$ cat src/rtl/regfile_write_arbiter.sv
`default_nettype none
// ============================================================================
// Module   : regfile_write_arbiter
// Brief    : Round-robin arbiter sharing the register file's single write port
//            between NUM_REQ writeback sources, with a pending-write
//            scoreboard for issue-side WAW/RAW hazard stalls.
// Revision : 1.0 - initial release
// ============================================================================
module regfile_write_arbiter #(
  parameter int NUM_REQ    = 3,
  parameter int NUM_REGS   = 16,
  parameter int SEL_WIDTH  = 4,
  parameter int DATA_WIDTH = 32
) (
  input  logic                          clk,
  input  logic                          rst,
  input  logic [NUM_REQ-1:0]            in_req_valid,
  input  logic [NUM_REQ*SEL_WIDTH-1:0]  in_req_sel,
  input  logic [NUM_REQ*DATA_WIDTH-1:0] in_req_data,
  output logic [NUM_REQ-1:0]            out_req_ready,
  input  logic                          in_claim_en,
  input  logic [SEL_WIDTH-1:0]          in_claim_sel,
  output logic                          out_claim_ok,
  output logic [NUM_REGS-1:0]           out_pending,
  output logic                          out_write_en,
  output logic [SEL_WIDTH-1:0]          out_write_sel,
  output logic [DATA_WIDTH-1:0]         out_write_data,
  output logic                          out_err
);

  localparam int c_PTR_W = (NUM_REQ > 1) ? $clog2(NUM_REQ) : 1;

  logic [c_PTR_W-1:0]    r_rr_ptr;
  logic                  w_found;
  int                    w_gidx;
  int                    w_idx;
  logic [NUM_REQ-1:0]    w_grant;
  logic [SEL_WIDTH-1:0]  w_sel;
  logic [DATA_WIDTH-1:0] w_data;
  logic                  w_claim_set;
  logic                  w_write_nz;
  logic [NUM_REGS-1:0]   w_pending_nxt;

  // Round-robin search starting at r_rr_ptr; first valid requester wins
  always_comb begin
    w_found = 1'b0;
    w_gidx  = 0;
    w_idx   = 0;
    w_grant = '0;
    w_sel   = '0;
    w_data  = '0;
    for (int k = 0; k < NUM_REQ; k++) begin
      w_idx = (int'(r_rr_ptr) + k) % NUM_REQ;
      if (!w_found && in_req_valid[w_idx]) begin
        w_found         = 1'b1;
        w_gidx          = w_idx;
        w_grant[w_idx]  = 1'b1;
        w_sel           = in_req_sel[w_idx*SEL_WIDTH +: SEL_WIDTH];
        w_data          = in_req_data[w_idx*DATA_WIDTH +: DATA_WIDTH];
      end
    end
  end

  assign out_req_ready = w_grant;

  // r0 writes are granted but never reach the register file
  assign w_write_nz = w_found && (w_sel != '0);

  // A write landing on the claimed register this cycle frees it for reclaim
  assign out_claim_ok = (in_claim_sel == '0) || !out_pending[in_claim_sel] ||
                        (out_write_en && (out_write_sel == in_claim_sel));

  assign w_claim_set = in_claim_en && out_claim_ok && (in_claim_sel != '0);

  // Scoreboard next state: commit clears, new claim sets and takes priority
  always_comb begin
    w_pending_nxt = out_pending;
    for (int r = 0; r < NUM_REGS; r++) begin
      if (out_write_en && (out_write_sel == SEL_WIDTH'(r))) begin
        w_pending_nxt[r] = 1'b0;
      end
      if (w_claim_set && (in_claim_sel == SEL_WIDTH'(r))) begin
        w_pending_nxt[r] = 1'b1;
      end
    end
    w_pending_nxt[0] = 1'b0;
  end

  // Advance the round-robin pointer past the requester just served
  always_ff @(posedge clk or posedge rst) begin
    if (rst) begin
      r_rr_ptr <= '0;
    end else if (w_found) begin
      r_rr_ptr <= c_PTR_W'((w_gidx + 1) % NUM_REQ);
    end
  end

  // Registered write port; sel/data hold when nothing is written
  always_ff @(posedge clk or posedge rst) begin
    if (rst) begin
      out_write_en   <= 1'b0;
      out_write_sel  <= '0;
      out_write_data <= '0;
    end else begin
      out_write_en <= w_write_nz;
      if (w_write_nz) begin
        out_write_sel  <= w_sel;
        out_write_data <= w_data;
      end
    end
  end

  // Pending scoreboard and sticky error for writes to unreserved registers
  always_ff @(posedge clk or posedge rst) begin
    if (rst) begin
      out_pending <= '0;
      out_err     <= 1'b0;
    end else begin
      out_pending <= w_pending_nxt;
      if (w_write_nz && !out_pending[w_sel] &&
          !(w_claim_set && (in_claim_sel == w_sel))) begin
        out_err <= 1'b1;
      end
    end
  end

endmodule
`default_nettype wire

$ cat config.mk
export PLATFORM = sky130hd
export DESIGN_NAME = regfile_write_arbiter
export DESIGN_NICKNAME = d
export VERILOG_FILES = /design/src/rtl/regfile_write_arbiter.sv
export SDC_FILE = /design/constraint.sdc
export NUM_CORES = 1
export LEC_CHECK = 0
export ABC_AREA = 1
export CAP_MARGIN = 0
export CORE_MARGIN = 3
export CORE_UTILIZATION = 32
export DETAILED_ROUTE_END_ITERATION = 16
export PLACE_DENSITY_LB_ADDON = 0.25
export SLEW_MARGIN = 20
export SYNTH_ARGS = -nofsm -noshare
export SYNTH_HDL_FRONTEND = slang
export SYNTH_SLANG_ARGS = --single-unit
$ cat constraint.sdc
create_clock -name clk -period 8.13 [get_ports clk]
set_input_delay 1.2195 -clock clk [delete_from_list [all_inputs] [get_ports clk]]
set_output_delay 1.2195 -clock clk [all_outputs]
set_load 0.03 [all_outputs]
# Word level (Yosys, flattened, before mapping)
# Index checks and enable logic that the tools add are counted.
[classes]
n_lt_le_gt_ge = 8
n_reduce_logical = 67
muxes = 64
addsub = 3
eq_ne = 32
div_mod_pow = 4
shift = 6
bitwise_logic = 2
[op_table]
columns = ["operator", "count"]
rows = [
  ["$shiftx 96x32->32", 3],
  ["$mux 32", 6],
  ["$ge 32x1->1 const B", 3],
  ["$lt 32x4->1 const B", 3],
  ["$mod 32x3->32 const B", 3],
  ["$shiftx 12x32->4", 3],
  ["$eq 4x4->1 const B", 16],
  ["$mux 1", 44],
  ["$logic_and 1x1->1", 42],
  ["$add 32x2->32 const B", 1],
  ["$eq 4x3->1 const B", 8],
  ["$mod 3x3->32 const B", 1],
  ["$reduce_bool 2->1", 15],
  ["$eq 4x2->1 const B", 4],
  ["$mux 4", 3],
  ["$lt 4x5->1 const B", 2],
  ["$mux 3", 3],
  ["$bmux 1 s4", 2],
  ["$eq 4x1->1 const B", 2],
  ["$eq 4x4->1", 2],
  ["$reduce_bool 4->1", 2],
  ["$bmux 1 s2", 3],
  ["$demux 1 s2", 3],
  ["$or 3x3->3", 2],
  ["5 further kinds", 10],
]
[totals]
wordCells = 206
regBits = 55

# Logic depth before layout (Yosys ltp)
# Gate-level depths: netlist of the first run.
[logic_depth]
ltp_word = 16
ltp_mapped = 47

# Worst setup path before layout of the first run
# No wires, ideal clock.
[synth_timing]
path_kind = "input port to flip-flop"
start = "input in_req_valid[1]"
end = "register r_rr_ptr[1]"
arrival_time_ns = 5.144
setup_ns = 0.065
path_stages = 43
n_path_buf = 0
setup_slack_ns = 2.921
cell_sequence = "nand2_1 > nand3_2 > nand2_4 > inv_2 > nor2_1 > inv_1 > o21ai_0 > a21oi_1 > inv_1 > ha_1 > nand3_2 > nand2_2 > nand3_1 > nor2_2 > nand3_1 > nand2_1 > nand2_1 > nand3_1 > [... 7 more ...] > ha_1 > inv_1 > nand3_1 > nand2_1 > nand2_1 > ha_1 > nor2_4 > nand2_2 > nand2_1 > nand2_1 > ha_1 > inv_1 > nand3_2 > nand2_1 > nand2_1 > nand3_1 > nand3_1 > nand2_1"
[synth_via]
elab_chain_cells = 12
elab_cells_between_ends = 21
cone_classes = "add/sub (1); div (1); mux (15); reduce/logical (4)"
[synth_rtl]
columns = ["item", "line", "rtl"]
rows = [
  ["start: declaration", "17", "input logic [NUM_REQ-1:0] in_req_valid,"],
  ["$bmux 1 s2", "54", "if (!w_found && in_req_valid[w_idx]) begin"],
  ["$mux 1 (not written as such) (2 in series)", "54", ""],
  ["$mux 1", "54", ""],
  ["$logic_not 1->1", "54", ""],
  ["$logic_and 1x1->1", "54", ""],
  ["$mux 1", "54", ""],
  ["$logic_not 1->1", "54", ""],
  ["$logic_and 1x1->1", "54", ""],
  ["$mux 32", "54", ""],
  ["$add 32x2->32", "94", "r_rr_ptr <= c_PTR_W'((w_gidx + 1) % NUM_REQ);"],
  ["$mod 32x3->32", "94", ""],
  ["end signal: assignment", "94", ""],
  ["end: declaration", "33", "logic [c_PTR_W-1:0] r_rr_ptr;"],
]
# Several ways; a longest one is shown, not always the timed one. The select of a mux whose other input is x is not followed.
# A chain may end at the register's enable or synchronous reset.

# Worst setup path after layout of the first run
[layout_timing]
start = "register r_rr_ptr[0]"
end = "register r_rr_ptr[1]"
[layout_via]
elab_chain_cells = 13
elab_cells_between_ends = 26
cone_classes = "add/sub (3); div (4); mux (15); reduce/logical (4)"
[layout_rtl]
columns = ["item"]
rows = [
  ["branches (longest 13 deep; another with $mod 32x3->32)"],
]
# Several ways; the timed one is not identified. The select of a mux whose other input is x is not followed.

==> impl_metrics.py, run 1 <==
metrics = {
    "clock_network": {
        "numCtsBuffers": 5,
        "clockRootBuffer": "clkbuf_16",
        "clkLatencyLatePin_ns": 0.31,
        "cts_resized": 0,
        "numClockSinks": 55,
        "clkTransAtPathRegs_ns": 0.08,
        "post_cts_buffers": 0,
        "clk_path_buf_depth": 2,
        "cts_tree": "yes",
        "hold_buffers": 0,
        "h-tree-depth": 2,
    },
    "detailed_routing": {
        "wl_um": 23800,
        "drt_pass1_iterations": 5,
        "drt_first_iter_violations": 709,
        "ant_nets": 0,
        "vias": 7917,
        "avgRoutedWirePerCell_um": 16.1,
        "detail_route.vias_per_cell": 5.35,
        "drc_errors": 0,
    },
    "timing": {
        "rsz0062_at_grt": "no",
        "slew-limit-headroom": 0.309,
        "worst_pin_slew_ns": 1.04,
        "setup_tns_ns": 0,
        "drv_slew": 0,
        "max_freq_mhz": 154,
        "period_needed_ns": 6.49,
        "fin_hold_ws_ns": 0.522,
        "fin_crit_sh": 0.798,
        "clock_skew_ns": 0.00867,
        "setup_viol": 0,
        "report.final.hold_viol_count": 0,
    },
    "setup_path": {
        "cp_max_fo": 77,
        "arrival_ns": 6.74,
        "cp_slowest_cell": "buf_4",
        "cp.required_ns": 8.38,
        "crit_type": "flip-flop to flip-flop",
        "start_kind": "flip-flop",
        "crit_path_frequent_cell": "nand2_1",
        "cp-end-kind": "flip-flop",
        "cpPeakStageDelay_ns": 0.60,
        "crit_family": "simple AND/OR/NAND/NOR gates",
        "cp_num_buf_inv": 8,
    },
    "synth": {
        "async_flop_share": 1.00,
        "yosys.area_share.simple": 0.280,
        "synth_top_family_by_area": "compound AO/OA/AOI/OAI gates",
        "synth_seq_area_share": 0.213,
        "synthXorXnorAreaFrac": 0.0133,
        "synth_area_per_cell_um2": 5.95,
        "synth_edf_count": 0,
        "ys_types": 45,
        "syn-num-nets": 1221,
        "syn_area_mm2": 0.00647,
        "synth_compound_area_frac": 0.339,
        "netlist_instances": 1087,
        "yosys.area_share.adder": 0.0309,
        "ys_ff_latch": 55,
        "ys_warn_count": 0,
        "synth_ff_type": "dfrtp_1",
        "yosys-mux-area-fraction": 0,
    },
    "placement": {
        "io_buffers": 174,
        "post-dp-hpwl_um": 16300,
        "gp_congestion": 0.879,
        "dpl_cell_area_mm2": 0.00838,
    },
    "run_status": {
        "status": "completed",
    },
    "global_route": {
        "overflow": 0,
        "first_global_vias": 7478,
        "grt_start_max_net_pins": 111,
        "antenna_found_initial": 0,
        "track_usage": 0.213,
        "grt_pass1_wl_um": 39000,
    },
    "floorplanning": {
        "die-height_um": 148,
        "ios": 176,
        "coreArea_mm2": 0.0197,
        "die-area_mm2": 0.0220,
        "fp.dieW_um": 148,
        "rows": 51,
        "initial_core_util": 0.329,
    },
    "layout": {
        "num_antenna_cells": 0,
        "finalCoreUtilization": 0.435,
        "fillers": 2091,
        "nNetsFinal": 1347,
        "syn_to_final_growth_pct": 32.2,
        "final_cell_area_mm2": 0.00855,
        "layout_commonest_cell": "nand2_1",
        "multi_input_area_mm2": 0.00431,
        "layout_common_cells": "nand2_1 (219), o21ai_0 (217), clkdlybuf4s50_1 (174)",
        "seqCellArea_mm2": 0.00138,
        "drive_above_1_share": 0.0560,
    },
    "flow_run": {
        "maxCapViolCount": 0,
    },
    "worst_hold_path": {
        "hold_path_class": "flip-flop to flip-flop",
    },
}
-- layer usage --
metal / track usage / routed length, um
met2: 0.357 / 11200
met4: 0.0527 / 367
met3: 0.0277 / 1650
met5: 0 / 0
met1: 0.293 / 10600
-- per-stage QoR --
step	instances	setup slack, ns
5_1_grt	1479	0.891
2_1_floorplan	1087	2.92
3_3_place_gp	1471	1.53
3_5_place_dp	1471	1.35
4_1_cts	1479	1.63
6_report	1479	1.64
-- final timing paths --
kind | slack, ns | startpoint | end | cells past startpoint
min | 0.52 | out_err | out_err | 1
max reg2reg | 1.64 | r_rr_ptr[0] | r_rr_ptr[1] | 44
min reg2reg | 0.52 | out_err | out_err | 1
min in group asynchronous | 1.45 | rst | out_pending[6] | 3
max | 1.64 | r_rr_ptr[0] | r_rr_ptr[1] | 44
max in group asynchronous | 6.16 | rst | r_rr_ptr[1] | 3
-- logic make-up (layout without fill, tap and decap cells) --
family,count (synthesis),after routing
and+or+nand+nor,407,407
AOI/OAI and AO/OA,392,392
buffers and inverters,207,334
DFF,55,55
adders and majority gates,16,16
xor gates and xnor gates,9,9
other,1,1
-- Yosys cell counts, types with 2 or more instances --
cell type | count | area, um^2
o31ai_1 | 5 | 37.5
nor3_1 | 6 | 30.0
xnor2_1 | 3 | 26.3
inv_1 | 131 | 492
nand4_1 | 11 | 68.8
nand2_4 | 6 | 67.6
a21oi_1 | 79 | 395
dfrtp_1 | 55 | 1380
clkbuf_1 | 56 | 210
o211ai_1 | 2 | 15.0
nand3_2 | 5 | 50.1
nor2_2 | 4 | 25.0
o21ai_0 | 217 | 1090
buf_1 | 7 | 26.3
inv_2 | 5 | 18.8
o22ai_1 | 39 | 244
o21ai_1 | 8 | 40.0
buf_2 | 2 | 10.0
o2111ai_1 | 2 | 17.5
nand2_1 | 219 | 822
clkinv_1 | 2 | 7.51
nor2_1 | 85 | 319
a41oi_1 | 32 | 280
ha_1 | 16 | 200
nor2_4 | 3 | 33.8
nand2_2 | 11 | 68.8
nand3_1 | 49 | 245
xor2_1 | 5 | 43.8
o221ai_1 | 5 | 43.8
buf_4 | 2 | 15.0
-- layout make-up --
cell class                      instances  area share
Clock buffer                            5      0.0146
Clock inverter                          3     0.00556
Inverter                              139      0.0613
Multi-Input combinational cell        825       0.504
Sequential cell                        55       0.161
Tap cell                              265      0.0388
Timing Repair Buffer                  187       0.215
-- registers in the layout, indices dropped and copies added, names as in the netlist --
name,count
out_err,1
out_pending,15
out_write_data,32
out_write_en,1
out_write_sel,4
r_rr_ptr,2
Power of run 1 is not shown: default switching activity piles up to over one toggle a cycle in this logic, so the estimate is an artifact.
==> run 2, diff against run 1 <==
Clock period 8.13 ns to 6.1 ns, I/O delays scaled along.
==> impl_metrics.py, run 2 (synthesized netlist as in run 1, its figures left out) <==
metrics = {
    "timing": {
        "report.final.hold_viol_count": 0,
        "clock_skew_ns": 0.0149,
        "fin_crit_sh": 0.895,
        "layout_setup_ws_ns": 0.642,
        "worst_pin_slew_ns": 1.00,
        "max_freq_mhz": 183,
        "slew-limit-headroom": 0.331,
        "setup_tns_ns": 0,
        "drv_slew": 0,
        "setup_viol": 0,
        "period_needed_ns": 5.46,
        "fin_hold_ws_ns": 0.522,
        "rsz0062_at_grt": "no",
    },
    "setup_path": {
        "worst-r2r-cell-count": 43,
        "crit_path_frequent_cell": "nand2_1",
        "cp.required_ns": 6.34,
        "crit_type": "primary input to flip-flop",
        "arrival_ns": 5.70,
        "startpoint": "in_req_valid[0]",
        "reg2reg_to": "r_rr_ptr[1]",
        "cp_slowest_cell": "clkdlybuf4s50_1",
        "cp_max_fo": 7,
        "cp-end-kind": "flip-flop",
        "reg2reg_setup_slack_ns": 0.70,
        "cpPeakStageDelay_ns": 0.50,
        "r2r-start": "r_rr_ptr[1]",
        "start_kind": "primary input",
    },
    "floorplanning": {
        "initial_core_util": 0.329,
        "rows": 51,
        "die-area_mm2": 0.0220,
        "coreArea_mm2": 0.0197,
        "ios": 176,
        "fp.dieW_um": 148,
        "die-height_um": 148,
    },
    "worst_hold_path": {
        "whs_path_depth": 1,
        "min_to": "out_err",
        "hold_start": "out_err",
        "hold_path_class": "flip-flop to flip-flop",
    },
    "placement": {
        "io_buffers": 174,
        "gp_congestion": 0.922,
        "post-dp-hpwl_um": 16800,
        "dp_cells": 1475,
        "pre_cts_slack_ns": 0.0760,
    },
    "layout": {
        "drive_above_1_share": 0.0725,
        "layout_common_cells": "nand2_1 (219), o21ai_0 (216), clkdlybuf4s50_1 (173)",
        "layout_commonest_cell": "nand2_1",
        "multi_input_area_mm2": 0.00436,
        "num_antenna_cells": 0,
        "nNetsFinal": 1360,
        "syn_to_final_growth_pct": 34.4,
        "seqCellArea_mm2": 0.00138,
        "fin_cells": 1492,
        "fillers": 2100,
        "largest_register_ffs": 32,
        "reg.largest.list": "out_write_data x32, out_pending x15, out_write_sel x4",
        "largest_register": "out_write_data",
    },
    "clock_network": {
        "cts_tree": "yes",
        "clkLatencyLatePin_ns": 0.32,
        "clk_path_buf_depth": 2,
        "h-tree-depth": 2,
        "numCtsBuffers": 5,
        "clkTransAtPathRegs_ns": 0.08,
        "numClockSinks": 55,
        "clockRootBuffer": "clkbuf_16",
    },
    "global_route": {
        "first_global_vias": 7295,
        "track_usage": 0.214,
        "grt_start_max_net_pins": 109,
        "antenna_found_initial": 0,
        "grt_pass1_wl_um": 38700,
        "overflow": 0,
    },
    "detailed_routing": {
        "drt_pass1_iterations": 5,
        "vias": 8023,
        "drc_errors": 0,
        "avgRoutedWirePerCell_um": 16.3,
        "detail_route.vias_per_cell": 5.38,
        "ant_nets": 0,
        "drt_first_iter_violations": 528,
        "wl_um": 24300,
    },
    "flow_run": {
        "maxCapViolCount": 0,
    },
    "run_status": {
        "status": "completed",
    },
}
==> run 2: cell types whose count changed in the layout (fill, tap and decap cells not counted), moves of 2 or more <==
cell | previous run | this run
buf_4 | 13 | 24
buf_6 | 0 | 2
ha_1 | 14 | 12
ha_4 | 0 | 3
inv_1 | 129 | 127
inv_2 | 7 | 9
==> run 2: worst max path at each step <==
stage,endpoint
after floorplan,r_rr_ptr[1]
after global placement,r_rr_ptr[1]
after detailed placement,r_rr_ptr[1]
after CTS,r_rr_ptr[1]
after global routing,r_rr_ptr[1]
final,r_rr_ptr[1]
==> run 2: critical path, delay by kind of cell <==
| kind | cells | cell delay [ns] |
|---|---|---|
| AND/OR/NAND/NOR | 31 | 2.80 |
| buffers and inverters | 8 | 1.10 |
| adder cells (fa/ha/maj) | 4 | 0.88 |
==> run 2: layer usage <==
layer | GRT usage | part of all wire | vias to the layer above
li1 | - | - | 3962
met1 | 0.294 | 0.46 | 3705
met2 | 0.348 | 0.46 | 324
met3 | 0.0393 | 0.068 | 32
met4 | 0.0536 | 0.016 | 0
met5 | 0 | 0 | -
==> run 2: stage by stage <==
stage | cell area, um^2 | util
finish | 8690 | 0.442
CTS | 8570 | 0.436
global placement | 8410 | 0.428
floorplan | 6470 | -
global route | 8690 | 0.442
detailed placement | 8410 | 0.428
==> run 2: cell type report <==
class                   count  area share
clock buffers               6      0.0160
inverters                 139      0.0603
multi-input cells         825       0.501
well taps                 265      0.0381
repair buffers            200       0.224
clock inverters             2     0.00230
flip-flops and latches     55       0.158
==> run 2: timing repair <==
| item | CTS | global route |
|---|---|---|
| setup buffers | 0 | 9 |
| gates resized for setup | 0 | 16 |
| hold buffers | 0 | 0 |
| endpoints found under the setup margin | 0 | 2 |
Power of run 2 is left out for the same reason.
